$ cat config.mk
export PLATFORM = sky130hd
export DESIGN_NAME = sample_frame_reader
export DESIGN_NICKNAME = d
export VERILOG_FILES = /design/src/rtl/shazam_pkg.sv /design/src/rtl/sample_skid_buffer.sv /design/src/rtl/sample_frame_reader.sv
export SDC_FILE = /design/constraint.sdc
export NUM_CORES = 1
export LEC_CHECK = 0
export CAP_MARGIN = 40
export CORE_UTILIZATION = 53
export DETAILED_ROUTE_END_ITERATION = 6
export GPL_ROUTABILITY_DRIVEN = 0
export GPL_TIMING_DRIVEN = 1
export PLACE_DENSITY = 0.9
export SLEW_MARGIN = 20
export SYNTH_ARGS = -nofsm -noshare
export SYNTH_HDL_FRONTEND = slang
export SYNTH_SLANG_ARGS = --single-unit
$ cat constraint.sdc
create_clock -name clk_i -period 5.8 [get_ports clk_i]
set_input_delay 0.58 -clock clk_i [delete_from_list [all_inputs] [get_ports clk_i]]
set_output_delay 0.58 -clock clk_i [all_outputs]
set_load 0.03 [all_outputs]
$ cat src/rtl/shazam_pkg.sv
// ============================================================================
//  Module      : shazam_pkg
//  Description : Shared definitions for the sample frame reader. Holds the
//                reader FSM state enum and the default ADDR_W/DATA_W/
//                FRAME_LEN values used as parameter defaults.
//  Ports       : none (package)
//  Revision    : 1.0  initial release
// ============================================================================
`default_nettype none

package shazam_pkg;

   localparam int unsigned DEF_ADDR_W    = 10;
   localparam int unsigned DEF_DATA_W    = 12;
   localparam int unsigned DEF_FRAME_LEN = 1024;

   typedef enum logic [1:0] {
      IDLE  = 2'd0,
      READ  = 2'd1,
      DRAIN = 2'd2
   } reader_state_e;

endpackage : shazam_pkg

`default_nettype wire

$ cat src/rtl/sample_skid_buffer.sv
// ============================================================================
//  Module      : sample_skid_buffer
//  Description : Two-entry FIFO between the RAM read pipeline and the
//                valid/ready sample stream. Entry 0 is always the head, so
//                the output is stable while the consumer stalls.
//  Ports       : clk_i        clock
//                rst_ni       asynchronous active-low reset
//                push_i       write push_data_i (ignored when full w/o pop)
//                push_data_i  {last, data} entry to store
//                pop_i        consumer ready (pops when valid_o is high)
//                valid_o      head entry valid
//                data_o       head entry
//                count_o      current occupancy 0..2
//  Revision    : 1.0  initial release
// ============================================================================
`default_nettype none

module sample_skid_buffer #(
   parameter int unsigned WIDTH = 13
) (
   input  logic             clk_i,
   input  logic             rst_ni,
   input  logic             push_i,
   input  logic [WIDTH-1:0] push_data_i,
   input  logic             pop_i,
   output logic             valid_o,
   output logic [WIDTH-1:0] data_o,
   output logic [1:0]       count_o
);

   logic [WIDTH-1:0] entry0_q, entry0_d;
   logic [WIDTH-1:0] entry1_q, entry1_d;
   logic [1:0]       count_q,  count_d;

   logic pop_eff;
   logic push_eff;

   assign pop_eff  = pop_i && (count_q != 2'd0);
   assign push_eff = push_i && ((count_q != 2'd2) || pop_eff);

   always_comb begin
      entry0_d = entry0_q;
      entry1_d = entry1_q;
      count_d  = count_q;
      case ({push_eff, pop_eff})
         2'b10: begin
            if (count_q == 2'd0) entry0_d = push_data_i;
            else                 entry1_d = push_data_i;
            count_d = count_q + 2'd1;
         end
         2'b01: begin
            entry0_d = entry1_q;
            count_d  = count_q - 2'd1;
         end
         2'b11: begin
            // Simultaneous push and pop: occupancy unchanged, head advances.
            if (count_q == 2'd1) begin
               entry0_d = push_data_i;
            end else begin
               entry0_d = entry1_q;
               entry1_d = push_data_i;
            end
         end
         default: ;
      endcase
   end

   always_ff @(posedge clk_i or negedge rst_ni) begin
      if (!rst_ni) begin
         entry0_q <= '0;
         entry1_q <= '0;
         count_q  <= 2'd0;
      end else begin
         entry0_q <= entry0_d;
         entry1_q <= entry1_d;
         count_q  <= count_d;
      end
   end

   assign valid_o = (count_q != 2'd0);
   assign data_o  = entry0_q;
   assign count_o = count_q;

endmodule : sample_skid_buffer

`default_nettype wire

$ cat src/rtl/sample_frame_reader.sv
// ============================================================================
//  Module      : sample_frame_reader
//  Description : Reads a completed capture frame out of a shared sample RAM
//                (starting at frame_base, wrapping modulo 2^ADDR_W) and
//                streams it on a valid/ready interface with a last flag.
//                Holds RAM ownership (can_write_ram low) while reading.
//                Optional build macro READER_DECIM_EN: every RAM address is
//                still read, but only even-indexed samples are streamed.
//  Ports       : clk_i            clock, rising edge
//                rst_ni           asynchronous active-low reset
//                frame_ready_i    one-cycle pulse, frame complete
//                frame_base_i     frame start address (with frame_ready_i)
//                can_write_ram_o  RAM ownership grant to the writer
//                ram_rd_en_o      RAM read strobe
//                ram_addr_o       RAM read address (held when not reading)
//                ram_rd_data_i    RAM data, one cycle after ram_rd_en_o
//                sample_data_o    streamed sample
//                sample_valid_o   sample_data_o valid
//                sample_ready_i   downstream accept
//                sample_last_o    final sample of the frame
//                overrun_o        sticky: frame_ready_i seen while busy
//  Revision    : 1.0  initial release
// ============================================================================
`default_nettype none

module sample_frame_reader
   import shazam_pkg::*;
#(
   parameter int unsigned ADDR_W    = DEF_ADDR_W,
   parameter int unsigned DATA_W    = DEF_DATA_W,
   parameter int unsigned FRAME_LEN = DEF_FRAME_LEN
) (
   input  logic              clk_i,
   input  logic              rst_ni,
   input  logic              frame_ready_i,
   input  logic [ADDR_W-1:0] frame_base_i,
   output logic              can_write_ram_o,
   output logic              ram_rd_en_o,
   output logic [ADDR_W-1:0] ram_addr_o,
   input  logic [DATA_W-1:0] ram_rd_data_i,
   output logic [DATA_W-1:0] sample_data_o,
   output logic              sample_valid_o,
   input  logic              sample_ready_i,
   output logic              sample_last_o,
   output logic              overrun_o
);

   localparam logic [ADDR_W-1:0] LAST_RD_IDX  = ADDR_W'(FRAME_LEN - 1);
`ifdef READER_DECIM_EN
   localparam logic [ADDR_W-1:0] LAST_OUT_IDX = ADDR_W'(FRAME_LEN - 2);
`else
   localparam logic [ADDR_W-1:0] LAST_OUT_IDX = ADDR_W'(FRAME_LEN - 1);
`endif

   reader_state_e     state_q,   state_d;
   logic [ADDR_W-1:0] base_q,    base_d;
   logic [ADDR_W-1:0] count_q,   count_d;
   logic [ADDR_W-1:0] addr_q,    addr_d;
   logic              overrun_q, overrun_d;
   logic              rd_pend_q;
   logic [ADDR_W-1:0] rd_idx_q;

   logic              buf_valid;
   logic [DATA_W:0]   buf_data;
   logic [1:0]        buf_count;
   logic              xfer;
   logic [2:0]        outstanding;
   logic              issue;
   logic              keep;
   logic              push_last;

   assign xfer = buf_valid && sample_ready_i;

   // Samples still owed to the consumer after this cycle's transfer: buffer
   // contents plus the read whose data is on the bus. Counting the transfer
   // lets a read go out every cycle when the consumer keeps up.
   assign outstanding = {1'b0, buf_count} + {2'b00, rd_pend_q} - {2'b00, xfer};
   assign issue       = (state_q == READ) && (outstanding < 3'd2);

   always_comb begin
      state_d   = state_q;
      base_d    = base_q;
      count_d   = count_q;
      addr_d    = addr_q;
      overrun_d = overrun_q;
      case (state_q)
         IDLE: begin
            if (frame_ready_i) begin
               base_d  = frame_base_i;
               count_d = '0;
               state_d = READ;
            end
         end
         READ: begin
            if (issue) begin
               addr_d  = base_q + count_q;
               count_d = count_q + 1'b1;
               if (count_q == LAST_RD_IDX) state_d = DRAIN;
            end
         end
         DRAIN: begin
            if (xfer && buf_data[DATA_W]) state_d = IDLE;
         end
         default: state_d = IDLE;
      endcase
      // A pulse in the same cycle as the final transfer still sees DRAIN
      // here, so it is flagged and not started.
      if (frame_ready_i && (state_q != IDLE)) overrun_d = 1'b1;
   end

   always_ff @(posedge clk_i or negedge rst_ni) begin
      if (!rst_ni) begin
         state_q   <= IDLE;
         base_q    <= '0;
         count_q   <= '0;
         addr_q    <= '0;
         overrun_q <= 1'b0;
         rd_pend_q <= 1'b0;
         rd_idx_q  <= '0;
      end else begin
         state_q   <= state_d;
         base_q    <= base_d;
         count_q   <= count_d;
         addr_q    <= addr_d;
         overrun_q <= overrun_d;
         rd_pend_q <= issue;
         if (issue) rd_idx_q <= count_q;
      end
   end

`ifdef READER_DECIM_EN
   // Odd-indexed reads return data that is simply dropped.
   assign keep = rd_pend_q && !rd_idx_q[0];
`else
   assign keep = rd_pend_q;
`endif
   assign push_last = (rd_idx_q == LAST_OUT_IDX);

   sample_skid_buffer #(
      .WIDTH (DATA_W + 1)
   ) u_skid (
      .clk_i       (clk_i),
      .rst_ni      (rst_ni),
      .push_i      (keep),
      .push_data_i ({push_last, ram_rd_data_i}),
      .pop_i       (sample_ready_i),
      .valid_o     (buf_valid),
      .data_o      (buf_data),
      .count_o     (buf_count)
   );

   assign can_write_ram_o = (state_q == IDLE);
   assign ram_rd_en_o     = issue;
   assign ram_addr_o      = issue ? (base_q + count_q) : addr_q;
   assign sample_valid_o  = buf_valid;
   assign sample_data_o   = buf_data[DATA_W-1:0];
   assign sample_last_o   = buf_data[DATA_W];
   assign overrun_o       = overrun_q;

endmodule : sample_frame_reader

`default_nettype wire

### Yosys cells after proc, flatten, opt, wreduce, memory -nomap -nowiden

Index checks and enable logic that the tools add are counted.

| storage, ports and cells | value |
|---|---|
| input bits | 26 |
| logic and storage cells | 68 |
| bits in registers | 72 |

| cells by class | value |
|---|---|
| order comparisons | 1 |
| mux-type cells | 16 |
| equal/unequal tests | 16 |
| reduce and logical (&&, ||, !) cells | 19 |
| add/subtract/negate cells | 6 |

Operators with widths:

| cell | count |
|---|---|
| $mux W13 | 4 |
| $pmux W13 S3 | 1 |
| $mux W10 | 3 |
| $pmux W13 S2 | 1 |
| $eq A10 B10 Y1 const B | 2 |
| $pmux W10 S2 | 1 |
| $ne A2 B2 Y1 const B | 6 |
| $add A10 B1 Y10 const B | 1 |
| $add A10 B10 Y10 | 1 |
| $reduce_bool A2 Y1 | 5 |
| $mux W2 | 4 |
| $eq A2 B1 Y1 const B | 3 |
| $eq A2 B2 Y1 const B | 3 |
| $pmux W2 S3 | 1 |
| $reduce_and A3 Y1 | 2 |
| $logic_and A1 B1 Y1 | 5 |
| $logic_not A2 Y1 | 2 |
| $ne A2 B1 Y1 const B | 2 |
| $pmux W2 S2 | 1 |
| $reduce_and A2 Y1 | 2 |
| $reduce_and A4 Y1 | 1 |
| $add A2 B1 Y3 | 1 |
| $lt A3 B2 Y1 const B | 1 |
| $reduce_bool A3 Y1 | 1 |
| 4 further kinds | 4 |

### Longest topological paths before layout

| logic depth | value |
|---|---|
| depth after elaboration | 7 |
| depth in mapped cells | 13 |

### Cells and area by module

Synthesis repeated with hierarchy kept, for this count alone.

| second synthesis, totals | value |
|---|---|
| cell total of the unflattened synthesis | 385 |
| area, all modules | 3714.8 um^2 |

By module, submodules not included:

| module | cells each | sequential area each (um^2) | instances | area an instance (um^2) |
|---|---|---|---|---|
| sample_frame_reader | 261 | 1101.1 | 1 | 2328.5 |
| sample_skid_buffer | 124 | 700.7 | 1 | 1386.3 |

### Least setup slack after synthesis

Ideal clock, no wire load.

| path | value |
|---|---|
| kind | register -> output |
| from | register u_skid.count_q[1], in the netlist u_skid.count_o[1] |
| to | output ram_addr_o[3] |
| data arrival time | 3.205 ns |
| setup slack | 2.015 ns |
| stages on the path, launching flop included | 12 |
| buffers on the path | 2 |
| cell sequence | dfrtp_1 -> inv_1 -> ha_1 -> nor2b_1 -> buf_2 -> ha_1 -> nand2b_1 -> fa_1 -> xnor2_2 -> nand4_1 -> buf_2 -> o31ai_1 |

| on the way | value |
|---|---|
| word-level cells in the longest chain between the ends | 6 |
| elaborated cells on any way between the ends | 7 |
| those cells by class | add/sub (2); order compare (1); mux (1); reduce/logical (3) |

Ends and longest elaborated chain:

| item | RTL line | text |
|---|---|---|
| from (decl) | sample_skid_buffer.sv:33 | `logic [1:0] count_q, count_d;` |
| from (signal assigned) | sample_skid_buffer.sv:76 | `count_q <= count_d;` |
| parallel branches: the longest is 2 deep, another holds $add A2 B1 Y3 | - |  |
| $sub A3 B1 Y3 * | sample_frame_reader.sv:77 | `assign outstanding = {1'b0, buf_count} + {2'b00, rd_pend_q} - {2'b00, xfer};` |
| $lt A3 B2 Y1 * | sample_frame_reader.sv:78 | `assign issue = (state_q == READ) && (outstanding < 3'd2);` |
| $logic_and A1 B1 Y1 * | sample_frame_reader.sv:78 |  |
| $mux W10 * | - |  |
| to (decl) | sample_frame_reader.sv:39 | `output logic [ADDR_W-1:0] ram_addr_o,` |

Mark *: on every way between the ends.

### Worst setup path after layout

| path | value |
|---|---|
| from | register u_skid.count_q[1], in the netlist u_skid.count_o[1] |
| to | output ram_addr_o[9] |

The elaborated chain is that of the path after synthesis.

==> results.cfg <==
[run_status]
outcome = complete, but fails checks
violations = design-rule violations

[route]
first_pass_iters = 7
drc = 2
vias = 2742
via_per_inst = 5.67
drt-total-wl_um = 7400
detail-route-antenna-nets = 0
wl_per_cell_um = 15.3
drt_iter0_markers = 241

[floorplan]
dieArea_mm2 = 0.00711
start_util_pct = 55.6
std_cell_rows = 29
die_y_um = 84.3
die_x_um = 84.3
io_pins = 53
coreArea_mm2 = 0.00646

[critical_path]
crit_type = reg2out
startpoint_type = flip-flop
crit_fanout = 23
worst_path_most_repeated_cell = ha_1
cpMaxStageDelayCell = clkdlybuf4s50_1
worstPathRequired_ns = 5.22
path_cells = inv_1, ha_1, nor2b_1, buf_4, ha_1, nand2b_1, fa_1, xnor2_2, nand4_1, buf_6, nor3_1, mux2i_1, nand2_1, clkdlybuf4s50_1
cp.arrival_ns = 3.96
crit_path_end_kind = primary output
cpPeakStageDelay_ns = 0.67

[global_route]
grt_usage_pct = 22.9
grt_overflow_total = 0
antenna_found_initial = 0
grt_max_degree = 59
grt_pass1_wl_um = 12800
grt_pass1_vias = 2698

[logic_synthesis]
ys_warn_count = 0
seq_area_frac_synth_pct = 50.2
ys_ff_latch = 72
dominantRegCellSynth = dfrtp_1
syn_nets = 385
synthTopCellsByCount = dfrtp_1 (72), nand2_1 (64), o21ai_0 (30), nor2_1 (25), mux2_2 (23)
synth_edf_count = 0
netlist_area_mm2 = 0.00359
synth.top_cells.by_area = dfrtp_1 (50%), mux2_2 (7.2%), nand2_1 (6.7%)
synth.distinct_cells = 38
synth_cells = 343
synth_top_area_share_pct = 50.2
yosysMostFrequentCell = dfrtp_1
syn_area_per_cell_um2 = 10.5
yosys.area.top_type = dfrtp_1
synthArstFlopShare_pct = 100

[min_path]
hp-class = in2async

[power_and_ir_drop]
power.density_mw_per_mm2 = 640
total_leakage_power_nw = 2.01
ir_drop_v = 0.000342

[clock_network]
clockBufferDepth = 2
root_buffer = clkbuf_8
cts_setup_buffers = 0
h-tree-depth = 3
cts_hold_buf = 0
path_clk_slew_ns = 0.08
cts_tree = done
cts_sinks = 72
numCtsBuffers = 9
cts.repair.resized = 0
clk_latency_ns = 0.35

[timing]
tightest_slew_ns = 0.778
whs_ns = 0.168
setup_viol = 0
hold_viol = 0
finClkSkew_ns = 0.00751
max_freq_mhz = 220
fin_crit_sh_pct = 78.2
setup_tns_ns = 0
maxSlewViolCount = 0
relSlewSlack_pct = 48.0
grt_setup_unrepaired = no
period_needed_ns = 4.54

[placement]
io_buffers = 52
hpwl_um = 5160

[run]
max-cap-violations = 0

[final_layout]
fillerInstances = 472
regArea_mm2 = 0.00180
diodes = 0
nets = 444
synthToLayoutAreaGrowth_pct = 23.3
drive_gt1_share_pct = 14.7
multi_input_comb_area_mm2 = 0.00170
cells in the final DEF, fill, tap and decap left out, types with 2 or more instances in the layout:
cell              n
a211oi_1          5
a21o_1            2
a21oi_1          18
a31oi_1           2
and3_1            2
buf_4             7
buf_8             2
clkbuf_8          9
clkdlybuf4s50_1  48
clkinv_2          2
clkinv_4          2
clkinvlp_4        2
dfrtp_1          72
fa_1              2
ha_1             14
inv_1             8
mux2_2           23
mux2i_1          15
nand2_1          64
nand2b_1          2
nand3_1           3
nand4_1           5
nor2_1           25
nor2b_1           2
nor3_1            3
nor3_2            3
nor3b_2           2
o211ai_1          2
o21ai_0          30
o21bai_1          2
o31ai_1           4
xnor2_1           8
xor2_1            4
worst max-delay path, delay by kind of cell (launching register included):
| family | cells | cell delay, ns |
|---|---|---|
| buffers and inverters | 4 | 1.15 |
| and+or+nand+nor | 5 | 0.71 |
| DFF | 1 | 0.48 |
| adders and majority gates | 3 | 0.87 |
| muxes | 1 | 0.12 |
| xor gates and xnor gates | 1 | 0.29 |
flip-flops by register name, summed over array words and instances, names as in the netlist:
| name | flops |
|---|---|
| addr_q | 10 |
| base_q | 10 |
| u_skid.data_o | 13 |
| u_skid.count_o | 2 |
| overrun_o | 1 |
| state_q | 2 |
| rd_idx_q | 10 |
| count_q | 10 |
| keep | 1 |
| u_skid.entry1_q | 13 |
routing by layer:
metal | share of wire, % | routed length (µm) | vias to the layer above | GRT usage [%]
met5 | 0 | 0 | - | 0
met4 | 1.9 | 138 | 0 | 10.0
met3 | 4.0 | 299 | 12 | 3.83
met2 | 50 | 3690 | 86 | 37.7
met1 | 44 | 3270 | 1334 | 30.1
li1 | - | - | 1310 | -
through the flow:
step / util [%] / setup WS [ns] / total power [W] / instance area [µm²] / std cells
floorplan: - / 2.01 / 0.00190 / 3590 / 343
global placement: 64.5 / 0.925 / 0.00233 / 4160 / 464
detailed placement: 65.1 / 0.745 / 0.00241 / 4210 / 466
CTS: 68.2 / 0.655 / 0.00281 / 4400 / 482
global route: 68.6 / 0.996 / 0.00302 / 4430 / 484
finish: 68.6 / 1.26 / 0.00283 / 4430 / 484
worst paths after layout:
check / startpoint / to / slack, ns / cells after the start
max: u_skid.count_o[1] / ram_addr_o[9] / 1.26 / 14
min: rst_ni / count_q[6] / 0.17 / 2
max reg2reg: u_skid.count_o[1] / addr_q[4] / 2.37 / 15
min reg2reg: addr_q[4] / addr_q[4] / 0.48 / 2
max in group asynchronous: rst_ni / u_skid.data_o[9] / 5.10 / 3
min in group clk_i: addr_q[4] / addr_q[4] / 0.48 / 2
where the power goes:
part	leakage (nW)	internal [W]	switching [W]	total (W)
sequential	0.888	0.000707	0.000137	0.000844
clock	0.0952	0.000198	0.000193	0.000391
combinational	1.02	0.000651	0.000949	0.00160
total	2.01	0.00156	0.00128	0.00283
cell families (layout without fill, tap and decap cells):
kind of cell             Yosys count  count (layout)  synth area share, %
adder cells (fa/ha/maj)           16              16                 5.99
AO/OA/AOI/OAI                     70              70                 11.8
AND/OR/NAND/NOR                  114             114                 14.6
multiplexers                      38              38                 11.4
flip-flops                        72              72                 50.2
buffers and inverters             20              84                 2.68
XOR/XNOR                          13              13                 3.38
cell type report:
| type | count | share of cell area [%] |
|---|---|---|
| clock buffers | 9 | 2.80 |
| multi-input cells | 251 | 38.3 |
| clock inverters | 7 | 1.64 |
| repair buffers | 60 | 13.7 |
| flip-flops and latches | 72 | 40.7 |
| inverters | 8 | 0.678 |
| well taps | 77 | 2.18 |
Power figures use the tool's default switching activity.
